<file path="config.mk">
export PLATFORM = sky130hd
export DESIGN_NAME = mult_div_unit
export DESIGN_NICKNAME = d
export VERILOG_FILES = /design/src/rtl/cpu_types_pkg.sv /design/src/rtl/mdu_step.sv /design/src/rtl/mult_div_unit.sv
export SDC_FILE = /design/constraint.sdc
export NUM_CORES = 1
export LEC_CHECK = 0
export CELL_PAD_IN_SITES_DETAIL_PLACEMENT = 1
export CELL_PAD_IN_SITES_GLOBAL_PLACEMENT = 2
export CORE_MARGIN = 3
export CORE_UTILIZATION = 34
export CTS_CLUSTER_DIAMETER = 50
export CTS_CLUSTER_SIZE = 14
export DETAILED_ROUTE_END_ITERATION = 7
export GPL_ROUTABILITY_DRIVEN = 0
export PLACE_DENSITY_LB_ADDON = 0.25
export SLEW_MARGIN = 20
export SYNTH_ARGS = -nofsm -noshare
export SYNTH_HDL_FRONTEND = slang
export SYNTH_SLANG_ARGS = --single-unit
</file>
<file path="constraint.sdc">
create_clock -name CLK -period 4.7 [get_ports CLK]
set_clock_uncertainty 0.05 [all_clocks]
set_input_delay 1.175 -clock CLK [delete_from_list [all_inputs] [get_ports CLK]]
set_output_delay 1.175 -clock CLK [all_outputs]
set_load 0.02 [all_outputs]
</file>
<file path="src/rtl/cpu_types_pkg.sv">
// cpu_types_pkg: shared types for the execute-stage multiply/divide unit.
//   mdu_op_t    - MULT / MULTU / DIV / DIVU request encoding
//   mdu_state_t - sequencer states of mult_div_unit
//   MDU_ITER    - radix-2 iteration count for a 32-bit operand
package cpu_types_pkg;

    localparam int MDU_ITER = 32;

    typedef enum logic [1:0] {
        MD_MULT  = 2'd0,
        MD_MULTU = 2'd1,
        MD_DIV   = 2'd2,
        MD_DIVU  = 2'd3
    } mdu_op_t;

    typedef enum logic [1:0] {
        MDU_IDLE = 2'd0,
        MDU_CALC = 2'd1,
        MDU_FIX  = 2'd2,
        MDU_DONE = 2'd3
    } mdu_state_t;

    function automatic logic is_div_op(input mdu_op_t op);
        return (op == MD_DIV) || (op == MD_DIVU);
    endfunction

    function automatic logic is_signed_op(input mdu_op_t op);
        return (op == MD_MULT) || (op == MD_DIV);
    endfunction

endpackage

</file>
<file path="src/rtl/mdu_step.sv">
// mdu_step: one combinational radix-2 iteration.
//   is_div   in  selects restoring-divide step (1) or shift-add multiply step (0)
//   acc_hi   in  upper accumulator (partial product / partial remainder)
//   acc_lo   in  lower accumulator (multiplier bits / dividend-quotient bits)
//   operand  in  multiplicand or divisor magnitude
//   nxt_hi   out upper accumulator after the step
//   nxt_lo   out lower accumulator after the step
module mdu_step
    import cpu_types_pkg::*;
#(
    parameter int WIDTH = MDU_ITER
) (
    input  logic             is_div,
    input  logic [WIDTH-1:0] acc_hi,
    input  logic [WIDTH-1:0] acc_lo,
    input  logic [WIDTH-1:0] operand,
    output logic [WIDTH-1:0] nxt_hi,
    output logic [WIDTH-1:0] nxt_lo
);

    logic [WIDTH:0] sum;
    logic [WIDTH:0] shifted;
    logic [WIDTH:0] diff;

    always_comb begin
        sum     = '0;
        shifted = '0;
        diff    = '0;
        nxt_hi  = acc_hi;
        nxt_lo  = acc_lo;
        if (is_div) begin
            // Remainder is kept one bit wider across the shift; a clear
            // borrow bit means the trial subtraction stayed non-negative.
            shifted = {acc_hi, acc_lo[WIDTH-1]};
            diff    = shifted - {1'b0, operand};
            if (!diff[WIDTH]) begin
                nxt_hi = diff[WIDTH-1:0];
                nxt_lo = {acc_lo[WIDTH-2:0], 1'b1};
            end else begin
                nxt_hi = shifted[WIDTH-1:0];
                nxt_lo = {acc_lo[WIDTH-2:0], 1'b0};
            end
        end else begin
            sum    = {1'b0, acc_hi} + (acc_lo[0] ? {1'b0, operand} : '0);
            nxt_hi = sum[WIDTH:1];
            nxt_lo = {sum[0], acc_lo[WIDTH-1:1]};
        end
    end

endmodule

</file>
<file path="src/rtl/mult_div_unit.sv">
// mult_div_unit: iterative MULT/MULTU/DIV/DIVU unit beside the execute-stage alu.
//   CLK     in   system clock
//   RST     in   synchronous active-high reset
//   start   in   request strobe, sampled only in IDLE
//   md_op   in   operation (mdu_op_t)
//   port_a  in   multiplicand / dividend
//   port_b  in   multiplier / divisor
//   busy    out  high in every state except IDLE
//   done    out  one-cycle completion pulse
//   hi      out  product upper half or remainder
//   lo      out  product lower half or quotient
//   dz_fl   out  divide-by-zero on the last completed op
// Optional feature macro: MDU_EARLY_OUT_EN (multiply stops once the remaining
// multiplier bits are zero). WIDTH must be a power of two.
module mult_div_unit
    import cpu_types_pkg::*;
#(
    parameter int WIDTH = MDU_ITER
) (
    input  logic             CLK,
    input  logic             RST,
    input  logic             start,
    input  mdu_op_t          md_op,
    input  logic [WIDTH-1:0] port_a,
    input  logic [WIDTH-1:0] port_b,
    output logic             busy,
    output logic             done,
    output logic [WIDTH-1:0] hi,
    output logic [WIDTH-1:0] lo,
    output logic             dz_fl
);

    localparam int CNT_W = $clog2(WIDTH);
    localparam logic [CNT_W-1:0] CNT_LOAD = '1;
    localparam logic [CNT_W-1:0] CNT_DEC  = {{(CNT_W-1){1'b0}}, 1'b1};

    mdu_state_t state, state_nxt;
    mdu_op_t    op_q;

    logic [WIDTH-1:0] acc_hi, acc_lo, opnd_b;
    logic [CNT_W-1:0] cnt;
    logic             res_neg, rem_neg;

    logic             a_neg, b_neg, is_div_req, dz_req, op_is_div;
    logic [WIDTH-1:0] mag_a, mag_b;
    logic [WIDTH-1:0] step_hi, step_lo;

    logic [2*WIDTH-1:0] prod, prod_fix;
    logic [WIDTH-1:0]   quot_fix, rem_fix, fix_hi, fix_lo;

`ifdef MDU_EARLY_OUT_EN
    localparam logic [CNT_W:0] SH_FULL = {1'b1, {CNT_W{1'b0}}};
    localparam logic [CNT_W:0] SH_ONE  = {{CNT_W{1'b0}}, 1'b1};

    logic [CNT_W:0] shamt, remain_cnt;
    logic           mul_rem_zero;

    // Low remain_cnt bits of acc_lo are the multiplier bits not yet consumed.
    always_comb begin
        remain_cnt   = {1'b0, cnt} + SH_ONE;
        mul_rem_zero = !op_is_div && ((acc_lo & ~({WIDTH{1'b1}} << remain_cnt)) == '0);
    end
`endif

    // Request decode: magnitudes and signs of the incoming operands.
    always_comb begin
        a_neg      = is_signed_op(md_op) && port_a[WIDTH-1];
        b_neg      = is_signed_op(md_op) && port_b[WIDTH-1];
        mag_a      = a_neg ? ('0 - port_a) : port_a;
        mag_b      = b_neg ? ('0 - port_b) : port_b;
        is_div_req = is_div_op(md_op);
        dz_req     = is_div_req && (port_b == '0);
        op_is_div  = is_div_op(op_q);
    end

    mdu_step #(.WIDTH(WIDTH)) u_step (
        .is_div  (op_is_div),
        .acc_hi  (acc_hi),
        .acc_lo  (acc_lo),
        .operand (opnd_b),
        .nxt_hi  (step_hi),
        .nxt_lo  (step_lo)
    );

    // Sign correction applied on the way out of FIX.
    always_comb begin
        prod = {acc_hi, acc_lo};
`ifdef MDU_EARLY_OUT_EN
        prod = prod >> shamt;
`endif
        prod_fix = res_neg ? ('0 - prod) : prod;
        quot_fix = res_neg ? ('0 - acc_lo) : acc_lo;
        rem_fix  = rem_neg ? ('0 - acc_hi) : acc_hi;
        if (op_is_div) begin
            fix_hi = rem_fix;
            fix_lo = quot_fix;
        end else begin
            fix_hi = prod_fix[2*WIDTH-1:WIDTH];
            fix_lo = prod_fix[WIDTH-1:0];
        end
    end

    always_ff @(posedge CLK) begin
        if (RST) begin
            state <= MDU_IDLE;
        end else begin
            state <= state_nxt;
        end
    end

    always_comb begin
        state_nxt = state;
        busy      = (state != MDU_IDLE);
        done      = (state == MDU_DONE);
        case (state)
            MDU_IDLE: begin
                if (start) begin
                    if (dz_req) begin
                        state_nxt = MDU_DONE;
`ifdef MDU_EARLY_OUT_EN
                    end else if (!is_div_req && (mag_b == '0)) begin
                        state_nxt = MDU_FIX;
`endif
                    end else begin
                        state_nxt = MDU_CALC;
                    end
                end
            end
            MDU_CALC: begin
`ifdef MDU_EARLY_OUT_EN
                if (mul_rem_zero || (cnt == '0)) begin
                    state_nxt = MDU_FIX;
                end
`else
                if (cnt == '0) begin
                    state_nxt = MDU_FIX;
                end
`endif
            end
            MDU_FIX:  state_nxt = MDU_DONE;
            MDU_DONE: state_nxt = MDU_IDLE;
            default:  state_nxt = MDU_IDLE;
        endcase
    end

    always_ff @(posedge CLK) begin
        if (RST) begin
            op_q    <= MD_MULT;
            acc_hi  <= '0;
            acc_lo  <= '0;
            opnd_b  <= '0;
            cnt     <= '0;
            res_neg <= 1'b0;
            rem_neg <= 1'b0;
            hi      <= '0;
            lo      <= '0;
            dz_fl   <= 1'b0;
`ifdef MDU_EARLY_OUT_EN
            shamt   <= '0;
`endif
        end else begin
            case (state)
                MDU_IDLE: begin
                    if (start) begin
                        op_q    <= md_op;
                        res_neg <= a_neg ^ b_neg;
                        rem_neg <= a_neg;
                        cnt     <= CNT_LOAD;
                        acc_hi  <= '0;
                        // Divide: dividend shifts out of acc_lo as quotient
                        // shifts in. Multiply: multiplier sits in acc_lo.
                        acc_lo  <= is_div_req ? mag_a : mag_b;
                        opnd_b  <= is_div_req ? mag_b : mag_a;
`ifdef MDU_EARLY_OUT_EN
                        shamt   <= (!is_div_req && (mag_b == '0)) ? SH_FULL : '0;
`endif
                        if (dz_req) begin
                            hi    <= port_a;
                            lo    <= '1;
                            dz_fl <= 1'b1;
                        end
                    end
                end
                MDU_CALC: begin
`ifdef MDU_EARLY_OUT_EN
                    // On early exit acc holds the product shifted left by the
                    // unconsumed bit count; FIX shifts it back into place.
                    if (mul_rem_zero) begin
                        shamt <= remain_cnt;
                    end else begin
                        acc_hi <= step_hi;
                        acc_lo <= step_lo;
                        if (cnt != '0) begin
                            cnt <= cnt - CNT_DEC;
                        end
                    end
`else
                    acc_hi <= step_hi;
                    acc_lo <= step_lo;
                    if (cnt != '0) begin
                        cnt <= cnt - CNT_DEC;
                    end
`endif
                end
                MDU_FIX: begin
                    hi    <= fix_hi;
                    lo    <= fix_lo;
                    dz_fl <= 1'b0;
                end
                default: ;
            endcase
        end
    end

endmodule
</file>
==> flow_summary.yaml, run 1 <==
run_status:
  status: "completed"
sta:
  timing.setup.tns_ns: 0
  relSlewSlack_pct: 30.02
  timing.final.crit_share_pct: 87.41
  grt_setup_unrepaired: "false"
  min_period_ns: 4.108
  worst-slew-pin-transition_ns: 1.047
  final.hold.worst_slack_ns: 0.4029
  drv_slew: 0
  maxClockFrequency_mhz: 243.4
  report.final.hold_viol_count: 0
  setup_viol: 0
floorplan:
  fp.dieH_um: 210.2
  chipWidth_um: 210.2
  floorplan.initialDensity_pct: 34.56
  design.portCount: 136
  placement_rows: 74
  floorplan_core_area_um2: 41020
  die_area_um2: 44170
hold_path:
  min-delay-path-class: "register to register"
yosys:
  ys.warnings.count: 0
  synth.ff_latch_count: 171
  synth-xor-area-share_pct: 10.93
  synth.net_count: 2024
  synth_top_family_by_area: "compound AO/OA/AOI/OAI gates"
  mappedNetlistArea_um2: 14170
  synthAdderAreaFrac_pct: 6.903
  seq_area_frac_synth_pct: 24.15
  fraction_of_synthesized_area_in_multiplexers_pct: 6.771
  compound_gate_portion_of_the_synthesized_area_pct: 27.11
  synth-simple-area-share_pct: 18.97
  synth.distinct_cells: 75
  syn_avg_cell_area_um2: 7.547
  synthesis.instances: 1878
  ys.flop_type: "sky130_fd_sc_hd__dfxtp_1"
  synth_enable_flop_cells: 0
  asyncSetResetFlopFracSynth_pct: 0
route:
  final_antenna_net_count: 0
  route.detailed.wl_per_inst_um: 22.12
  drt_drc_violations_left: 0
  detail_route.vias_per_cell: 5.757
  drt_pre_antenna_iters: 5
  via_count: 14490
  dr.first_iter.drc_count: 1051
  finalWirelength_um: 55680
global_route:
  via_count_of_the_first_global_routing_pass: 14560
  globalRouteTotalUtil_pct: 24.66
  gr-total-overflow: 0
  grt_max_degree: 79
  grt_first_pass_wirelength_um: 85910
  grt_antenna_before_repair: 1
critical_path:
  cp.arrival_ns: 4.42
  timing.critical_path.max_delay_family: "compound AO/OA/AOI/OAI gates"
  worst_setup_path_end_kind: "register"
  crit_path_max_fanout: 14
  critPathMaxStageDelay_ns: 0.44
  worstSetupStartpointType: "register"
  required_ns: 5.01
  timing.critical_path.cells: "inv_1, ha_1, fa_1, nor2b_1, o31ai_1, a211oi_1, nor3_1, buf_4, o31ai_1, buf_4, a31oi_1, xnor2_4, buf_4, mux2_2, o221ai_1"
  critPathSlowestCell: "sky130_fd_sc_hd__fa_1"
  worst-setup-path-type: "register to register"
  worstPathBufferInverterCount: 4
  critPathMostFrequentCell: "sky130_fd_sc_hd__buf_4"
clock_tree:
  cts_hold_buffers: 0
  post-cts-setup-buffer-count: 0
  clk_root_buffer_cell: "sky130_fd_sc_hd__clkbuf_16"
  cts.reportedPaths.clkPinSlew_ns: 0.07
  cts_tree: "done"
  h-tree-depth: 4
  cts_sinks: 171
  clock_latency_ns: 0.46
  post_cts.resized_instances: 0
  cts_made_buffers: 17
  cts-root-to-sink-buffers: 2
cells_and_area:
  diodes: 0
  area_growth_syn_to_layout_pct: 18.71
  final_cell_count_without_fillers: 2517
  layout.filler_cells: 4994
  num-nets-final: 2118
  post_route_cells_drive_above_1_share_pct: 7.758
  cell_area_after_layout_um2: 16820
power:
  static-leakage-power_nw: 6.380
  peakVddDrop_uv: 305.4
  power_per_standard_cell_area_nw_per_um2: 444.7
place:
  dp.cells: 2485
  dp_hpwl_um: 43500
  buffer_ports.inserted: 135
  dpl-instance-area_um2: 16220
run:
  max_capacitance_violation_total: 0
metrics by stage:
stage	setup slack, ns	util, %	total power [mW]
2_1_floorplan	0.9310	-	4.591
3_3_place_gp	0.3806	39.55	5.881
3_5_place_dp	0.2536	39.55	5.962
4_1_cts	0.5450	41.00	7.487
5_1_grt	0.2801	41.02	7.976
6_report	0.5915	41.02	7.482
metal layers:
metal	part of all wire, %	wire (µm)	GRT usage, %	up-vias
met4	2.1	1161	6.464	2
li1	-	-	-	7021
met1	48	26720	34.58	7051
met3	4.8	2673	3.765	57
met2	45	25110	39.69	359
met5	0.023	13	0	-
Yosys cell counts (all sizes together) (5+ instances only):
cell type	n	area, µm²
a31oi	18	112.6
o22ai	11	68.82
and2	9	56.30
nor3	48	240.2
or4	17	138.9
xnor2	101	892.1
a21oi	152	764.5
a21o	27	202.7
o31a	7	61.31
mux2	28	319.1
nand3b	7	52.55
xor2	75	656.9
nor2	231	867.1
nand4	13	81.33
buf	24	108.9
a22oi	20	150.1
nand2	155	584.3
ha	75	938.4
mux2i	64	640.6
dfxtp	171	3423
o41ai	13	132.6
nor2b	16	100.1
inv	67	251.5
o31ai	26	195.2
a211oi	85	638.1
clkbuf	99	371.6
o221ai	9	78.83
o211ai	15	112.6
and3	7	43.79
o21ai	120	600.6
nand3	22	110.1
o21bai	8	60.06
a311oi	27	236.5
or3	13	81.33
o21a	14	112.6
nand2b	12	75.07
nor4	17	106.4
or2	5	31.28
report_power, final:
group | internal (mW) | total (mW) | switching, mW
Sequential | 1.75 | 2.12 | 0.365
Combinational | 1.48 | 3.86 | 2.38
Clock | 0.810 | 1.51 | 0.697
registers in the layout, indices dropped and copies added (netlist names):
register and count:
opnd_b 32, op_q 1, rem_neg 1, acc_lo 32, res_neg 1, state 2, dz_fl 1, cnt 5
hi 32, acc_hi 32, lo 32
placed cells by master, fill, tap and decap left out, drive strengths merged, types with 14 or more instances in the layout:
cell	netlist	layout
nor2	231	231
dfxtp	171	171
nand2	155	155
a21oi	152	152
clkdlybuf4s50	0	133
o21ai	120	120
xnor2	101	101
a211oi	85	85
xor2	75	75
ha	75	75
inv	67	73
buf	24	65
mux2i	64	64
nor3	48	48
mux2	28	28
a311oi	27	27
a21o	27	27
o31ai	26	26
nand3	22	22
a22oi	20	20
a31oi	18	18
clkbuf	99	18
nor4	17	17
or4	17	17
nor2b	16	16
o211ai	15	15
o21a	14	14
layout make-up:
class	count	area, µm²	share of cell area [%]
inverter	67	251.5	1.495
sequential	171	3425	20.35
multi-input combinational	1517	10070	59.86
timing repair buffer	198	1817	10.80
clock inverter	14	156.4	0.9296
clock buffer	18	439.2	2.610
tap	532	665.6	3.956
kinds of logic after synthesis:
group	count (synthesis)
adder cells (fa/ha/maj)	77
buffers and inverters	190
AND/OR/NAND/NOR	585
flip-flops	171
XOR/XNOR	176
AO/OA/AOI/OAI	587
multiplexers	92
worst paths after layout:
path	depth (start not counted)	end	slack, ns	start
setup / recovery	15	acc_hi[0]	0.59	acc_lo[31]
hold / removal	2	opnd_b[11]	0.40	opnd_b[11]
setup reg to reg	15	acc_hi[0]	0.59	acc_lo[31]
hold reg to reg	2	opnd_b[11]	0.40	opnd_b[11]
worst reg2reg max path: stages, from the launching register on:
cell and delay, ns:
sky130_fd_sc_hd__dfxtp_1 0.42, sky130_fd_sc_hd__inv_1 0.14, sky130_fd_sc_hd__ha_1 0.27, sky130_fd_sc_hd__fa_1 0.44
sky130_fd_sc_hd__nor2b_1 0.19, sky130_fd_sc_hd__o31ai_1 0.14, sky130_fd_sc_hd__a211oi_1 0.34, sky130_fd_sc_hd__nor3_1 0.08
sky130_fd_sc_hd__buf_4 0.17, sky130_fd_sc_hd__o31ai_1 0.20, sky130_fd_sc_hd__buf_4 0.18, sky130_fd_sc_hd__a31oi_1 0.27
sky130_fd_sc_hd__xnor2_4 0.26, sky130_fd_sc_hd__buf_4 0.33, sky130_fd_sc_hd__mux2_2 0.40, sky130_fd_sc_hd__o221ai_1 0.13
Note: power is estimated with default switching activity, not from simulation.
==> run 2, diff against run 1 <==
--- a/config.mk
+++ b/config.mk
@@ -9,7 +9,6 @@
 export CELL_PAD_IN_SITES_GLOBAL_PLACEMENT = 2
 export CORE_MARGIN = 3
 export CORE_UTILIZATION = 34
-export CTS_CLUSTER_DIAMETER = 50
 export CTS_CLUSTER_SIZE = 14
 export DETAILED_ROUTE_END_ITERATION = 7
 export GPL_ROUTABILITY_DRIVEN = 0
==> results of run 2 <==
Final layout, timing and power as in run 1 (identical DEF).
==> run 3, diff against run 2 <==
--- a/config.mk
+++ b/config.mk
@@ -9,6 +9,7 @@
 export CELL_PAD_IN_SITES_GLOBAL_PLACEMENT = 2
 export CORE_MARGIN = 3
 export CORE_UTILIZATION = 34
+export CTS_CLUSTER_DIAMETER = 50
 export CTS_CLUSTER_SIZE = 14
 export DETAILED_ROUTE_END_ITERATION = 7
 export GPL_ROUTABILITY_DRIVEN = 0
==> results of run 3 <==
Final layout, timing and power as in run 1 (identical DEF).
